--- src/rtl/wm8731_pkg.sv ---
// Shared definitions for the WM8731 configuration sequencer: register map,
// control word layout, FSM states and the codec bring-up table.
package wm8731_pkg;

  localparam int         NREGS    = 10;
  localparam logic [6:0] DEV_ADDR = 7'h1A;
  localparam int         RST_DLY  = 1024;
  localparam int         IDX_W    = $clog2(NREGS);
  localparam int         DLY_W    = $clog2(RST_DLY + 1);

  localparam logic [6:0] R0  = 7'h00;
  localparam logic [6:0] R1  = 7'h01;
  localparam logic [6:0] R2  = 7'h02;
  localparam logic [6:0] R3  = 7'h03;
  localparam logic [6:0] R4  = 7'h04;
  localparam logic [6:0] R5  = 7'h05;
  localparam logic [6:0] R6  = 7'h06;
  localparam logic [6:0] R7  = 7'h07;
  localparam logic [6:0] R8  = 7'h08;
  localparam logic [6:0] R9  = 7'h09;
  localparam logic [6:0] R15 = 7'h0F;

  typedef struct packed {
    logic [6:0] addr;
    logic [8:0] data;
  } wm8731_word_t;

  typedef enum logic [2:0] {
    IDLE,
    LOAD,
    WRITE,
    RELEASE,
    DELAY,
    DONE
  } state_e;

  // Soft reset must come first and the active bit (R9) last, after R7/R8.
  localparam wm8731_word_t INIT_TABLE [NREGS] = '{
    '{addr: R15, data: 9'h000},
    '{addr: R6,  data: 9'h062},
    '{addr: R0,  data: 9'h117},
    '{addr: R2,  data: 9'h179},
    '{addr: R3,  data: 9'h079},
    '{addr: R4,  data: 9'h012},
    '{addr: R5,  data: 9'h000},
    '{addr: R7,  data: 9'h002},
    '{addr: R8,  data: 9'h000},
    '{addr: R9,  data: 9'h001}
  };

  function automatic logic [1:0][7:0] packWord(input wm8731_word_t w);
    return {w.addr, w.data};
  endfunction

endpackage

--- src/rtl/wm8731_init_rom.sv ---
// Combinational lookup of the codec bring-up table by entry index.
module wm8731_init_rom
  import wm8731_pkg::*;
(
  input  logic [IDX_W-1:0] index_i,
  output wm8731_word_t     word_o
);

  always_comb begin
    word_o = '0;
    if (int'(index_i) < NREGS) word_o = INIT_TABLE[index_i];
  end

endmodule

--- src/rtl/wm8731_config_sequencer.sv ---
// Walks the WM8731 init table, issuing one 2-byte I2C write per entry.
// Define WM8731_VOLUME_EN to add runtime headphone volume writes once configured.
module wm8731_config_sequencer
  import wm8731_pkg::*;
(
  input  logic            clk,
  input  logic            reset,
  input  logic            start,
  output logic            busy,
  output logic            done,
  output logic            i2c_req,
  input  logic            i2c_ack,
`ifdef WM8731_VOLUME_EN
  input  logic            vol_valid,
  input  logic [6:0]      vol_data,
  output logic            vol_ready,
`endif
  output logic [6:0]      i2c_addr,
  output logic [1:0][7:0] i2c_wdata
);

  state_e           state_q;
  logic [IDX_W-1:0] index_q;
  logic [DLY_W-1:0] dlyCnt_q;
  logic [1:0][7:0]  wdata_q;
  logic             req_q;
  logic             busy_q;
  logic             done_q;
  wm8731_word_t     romWord;
  wm8731_word_t     loadWord_d;

  wm8731_init_rom uRom (
    .index_i (index_q),
    .word_o  (romWord)
  );

`ifdef WM8731_VOLUME_EN
  logic       volWrite_q;
  logic [6:0] volData_q;

  assign vol_ready = (state_q == DONE);

  // Both headphone channels follow the left setting, with zero-cross enabled.
  always_comb begin
    loadWord_d = romWord;
    if (volWrite_q) loadWord_d = '{addr: R2, data: {2'b11, volData_q}};
  end
`else
  always_comb loadWord_d = romWord;
`endif

  always_ff @(posedge clk or posedge reset) begin
    if (reset) begin
      state_q  <= IDLE;
      index_q  <= '0;
      dlyCnt_q <= '0;
      wdata_q  <= '0;
      req_q    <= 1'b0;
      busy_q   <= 1'b0;
      done_q   <= 1'b0;
`ifdef WM8731_VOLUME_EN
      volWrite_q <= 1'b0;
      volData_q  <= '0;
`endif
    end else begin
      case (state_q)
        IDLE: begin
          if (start) begin
            index_q <= '0;
            busy_q  <= 1'b1;
            state_q <= LOAD;
          end
        end
        LOAD: begin
          wdata_q <= packWord(loadWord_d);
          req_q   <= 1'b1;
          state_q <= WRITE;
        end
        WRITE: begin
          if (i2c_ack) begin
            req_q   <= 1'b0;
            state_q <= RELEASE;
          end
        end
        // Waiting for ack to drop keeps a held ack from launching a second frame.
        RELEASE: begin
          if (!i2c_ack) begin
`ifdef WM8731_VOLUME_EN
            if (volWrite_q) begin
              volWrite_q <= 1'b0;
              busy_q     <= 1'b0;
              state_q    <= DONE;
            end else
`endif
            if (index_q == IDX_W'(NREGS - 1)) begin
              busy_q  <= 1'b0;
              done_q  <= 1'b1;
              state_q <= DONE;
            end else if (index_q == '0) begin
              dlyCnt_q <= DLY_W'(RST_DLY);
              state_q  <= DELAY;
            end else begin
              index_q <= index_q + 1'b1;
              state_q <= LOAD;
            end
          end
        end
        DELAY: begin
          if (dlyCnt_q == DLY_W'(1)) begin
            index_q <= IDX_W'(1);
            state_q <= LOAD;
          end else begin
            dlyCnt_q <= dlyCnt_q - 1'b1;
          end
        end
        DONE: begin
          if (start) begin
            index_q <= '0;
            done_q  <= 1'b0;
            busy_q  <= 1'b1;
            state_q <= LOAD;
          end
`ifdef WM8731_VOLUME_EN
          else if (vol_valid) begin
            volWrite_q <= 1'b1;
            volData_q  <= vol_data;
            busy_q     <= 1'b1;
            state_q    <= LOAD;
          end
`endif
        end
        default: state_q <= IDLE;
      endcase
    end
  end

  assign busy      = busy_q;
  assign done      = done_q;
  assign i2c_req   = req_q;
  assign i2c_addr  = DEV_ADDR;
  assign i2c_wdata = wdata_q;

endmodule

--- config.mk ---
export PLATFORM = sky130hd
export DESIGN_NAME = wm8731_config_sequencer
export DESIGN_NICKNAME = d
export VERILOG_FILES = /design/src/rtl/wm8731_pkg.sv /design/src/rtl/wm8731_init_rom.sv /design/src/rtl/wm8731_config_sequencer.sv
export SDC_FILE = /design/constraint.sdc
export NUM_CORES = 1
export LEC_CHECK = 0
export ABC_AREA = 1
export CORE_MARGIN = 10
export CORE_UTILIZATION = 45
export CTS_CLUSTER_SIZE = 10
export DETAILED_ROUTE_END_ITERATION = 6
export PLACE_DENSITY = 0.73
export SLEW_MARGIN = 20
export SYNTH_ARGS = -nofsm -noshare
export SYNTH_HDL_FRONTEND = slang
export SYNTH_SLANG_ARGS = --single-unit
--- constraint.sdc ---
create_clock -name clk -period 1.8 [get_ports clk]
set_clock_uncertainty 0.05 [all_clocks]
set_input_delay 0.54 -clock clk [delete_from_list [all_inputs] [get_ports clk]]
set_output_delay 0.54 -clock clk [all_outputs]
set_load 0.02 [all_outputs]
==> implementation parameters <==
Parameter                              Value

Outcome
  Status ... finished clean

Timing
  Unrepaired setup endpoints after global routing ... no
  Hold WS ... 0.433 ns
  Final Hold Violating Endpoints ... 0
  Time the final worst path needs with I/O delays and setup ... 1.61 ns
  Maximum achievable frequency ... 0.622 GHz
  Max Transition Viols Final ... 0
  Setup-failing EPs final ... 0
  Final critical-path share of the clock period ... 89.3%

Place
  Detailed Place HPWL ... 3430 um
  Buffers on Ports ... 18
  GPL Wtd Cong ... 0.903

Yosys
  Post-synthesis register bit count ... 32
  Post-synth EDFFs ... 0
  Synth Warn # ... 0
  Fraction of registers with async set or reset after synthesis ... 100%
  Main area contributors after synthesis ... dfrtp_1 37%, nand2_1 14%, ha_1 5.8%, nand3_1 5.8%, o21ai_0 5.6%
  Library cell with the highest instance count after synthesis ... nand2_1
  Avg Inst Size Synth ... 7.58 sq um
  Number of distinct library cells after synthesis ... 29
  Post-synth top area cell ... dfrtp_1
  Post-Synthesis Cell Area ... 2150 sq um
  Most instantiated cells after synthesis ... 82 x nand2_1, 32 x dfrtp_1, 25 x nand3_1
  Top-area cell type share of the netlist area ... 37.2%
  Sequential-to-total area share from yosys stat ... 37.2%
  Dominant register cell in the synthesized netlist ... dfrtp_1
  Gate Count Post-Synth ... 284

Floorplan
  Die X-Extent ... 89.2 um
  Starting density of the core ... 45.9%
  Placeable core area ... 4690 sq um
  Vertical extent of the die ... 89.2 um
  I/O pin count ... 30
  Die ar. ... 7950 sq um
  Cell row count ... 25

GRT
  Vias in the first global route ... 1841
  Gr usage total ... 12.9%
  Gr ovfl total ... 0
  Maximum number of pins on one net before global-route repair ... 33
  Antenna violations before repair ... 0
  First-pass GRT wire length ... 8170 um

Worst setup path
  Worst path cell trace ... inv_1, ha_1, nand2_1, o21ai_2, nand3_2, buf_12, nand2_1, o21ai_2
  Arrival time at the worst endpoint ... 1.74 ns
  Category of the critical setup timing path ... register to register
  Endpoint kind of the worst setup timing path ... register
  Critical path data required time ... 1.93 ns
  Largest fanout on the critical path ... 21
  Delay of the slowest cell on the worst path ... 0.37 ns
  Cell family contributing the most delay on the critical path ... flip-flops
  Buffering stage count on the worst path with inverters included ... 2
  Type of element launching the critical path ... register
  Max stage delay cell, worst path ... dfrtp_1

Clock network
  CTS tree ... done
  # Post-CTS Setup Buffers ... 0
  Clock latency on the worst-skew pair ... 0.29 ns
  Clock slew at the register clock pins of the worst setup and hold paths ... 0.07 ns
  TritonCTS Buffers ... 5
  Level count of the clock H-tree ... 2
  Bufs on Longest Clock Path ... 2
  Clock Root Buffer ... clkbuf_8
  Number of sinks handled by clock tree synthesis ... 32

Detailed routing
  Residual DRC count ... 0
  Post-detailed-route count of antenna-violating nets ... 0
  DRC violation total after the first TritonRoute iteration ... 61
  Via-per-instance ratio ... 5.02
  Drt first pass iters ... 4
  Routed length per placed instance ... 12.9 um
  Wirelength, routed ... 4670 um
  Vias after detailed routing ... 1824

Finish
  Layout-stage area growth over the synthesis result ... 13.8%
  Fraction of layout cells with a size suffix above 1 ... 14.9%
  Diodes inserted ... 0
  Post-layout net count ... 322
  Share of the core filled with cells in the final layout ... 52.2%
  # fillers ... 429

Power and ir drop
  Max IR drop VDD ... 0.920 mV
  Power density of the placed cells ... 1880 nW/um^2
  Reported leakage power ... 1.24 nW

Flow run
  Count of maximum capacitance violations ... 0

Min path
  Worst min path class ... register to register
worst reg2reg max path, cell delays in order (launching register included):
cell and delay, ns:
dfrtp_1 0.37, inv_1 0.12, ha_1 0.24, nand2_1 0.14, o21ai_2 0.17, nand3_2 0.11
buf_12 0.17, nand2_1 0.09, o21ai_2 0.05
power by group:
part | total, W | switching, W | internal [W]
Combinational | 0.00278 | 0.00181 | 0.000973
Sequential | 0.00123 | 0.000215 | 0.00101
Clock | 0.000594 | 0.000289 | 0.000305
Total | 0.00460 | 0.00231 | 0.00229
registers in the layout, summed over array words and instances (netlist names):
signal	count
i2c_wdata	11
done	1
i2c_req	1
state_q	3
busy	1
dlyCnt_q	11
index_q	4
routing by layer:
layer | GRT usage (%) | vias to the layer above | wire [um]
li1 | - | 940 | -
met1 | 13.8 | 845 | 2050
met2 | 22.8 | 27 | 2300
met3 | 4.10 | 12 | 214
met4 | 5.64 | 0 | 102
met5 | 0 | - | 0
logic make-up (layout without fill, tap and decap cells):
group	after synthesis	in the layout	synth area share, %
flip-flops	32	32	37.2
AND/OR/NAND/NOR	144	144	30.4
buffers and inverters	47	63	12.4
adder cells (fa/ha/maj)	10	10	5.81
AO/OA/AOI/OAI	49	49	13.8
other	2	11	0.349
layout make-up:
class	instances	area (sq um)	share of cell area [%]
multi-input cells	214	1120	45.8
clock buffers	6	82.6	3.37
inverters	27	106	4.34
repair buffers	28	262	10.7
well taps	54	67.6	2.76
flip-flops and latches	32	801	32.7
clock inverters	2	10.0	0.408
worst paths after layout:
check | slack (ns) | from | to | cells after the start
max in group asynchronous | 0.98 | reset | i2c_wdata[8] | 3
setup / recovery | 0.19 | index_q[1] | dlyCnt_q[2] | 8
min in group asynchronous | 0.54 | reset | dlyCnt_q[7] | 3
hold reg to reg | 0.43 | busy | busy | 2
setup reg to reg | 0.19 | index_q[1] | dlyCnt_q[2] | 8
hold / removal | 0.43 | busy | busy | 2
what timing repair did:
| action | CTS | global route |
|---|---|---|
| gates cloned | 0 | 0 |
| hold buffers | 0 | 0 |
| resized for setup | 15 | 1 |
| setup endpoints to repair | 15 | 1 |
layout by cell type (no fill, tap or decap):
master	instances
a21oi_1	6
o21ai_2	10
inv_2	3
nor2_4	2
dfrtp_1	32
o211ai_1	4
inv_1	22
a31oi_1	1
nor2_1	21
o41ai_1	1
nand2_1	82
nand2_2	3
ha_1	10
nor2_2	2
buf_12	2
buf_4	8
conb_1	11
o21ai_0	24
inv_4	2
o2111ai_1	1
o21ai_1	2
clkdlybuf4s50_1	3
nand2_4	2
clkinv_2	2
nand3_1	25
or2_2	1
nor2_8	1
nand3_2	2
nor3_1	1
dlygate4sd2_1	15
clkbuf_8	6
nand3b_1	2
per-stage QoR:
step / total power, W / cell area [sq um] / instances / TNS [ns] / setup WS (ns)
floorplan: 0.00337 / 2190 / 293 / 0 / 0.210
global placement: 0.00407 / 2370 / 355 / -0.0160 / -0.0160
detailed placement: 0.00412 / 2370 / 355 / -0.00405 / -0.00405
CTS: 0.00464 / 2450 / 363 / 0 / 0.142
global route: 0.00509 / 2450 / 363 / 0 / 0.0502
finish: 0.00460 / 2450 / 363 / 0 / 0.192
Note: power is estimated with default switching activity, not from simulation.
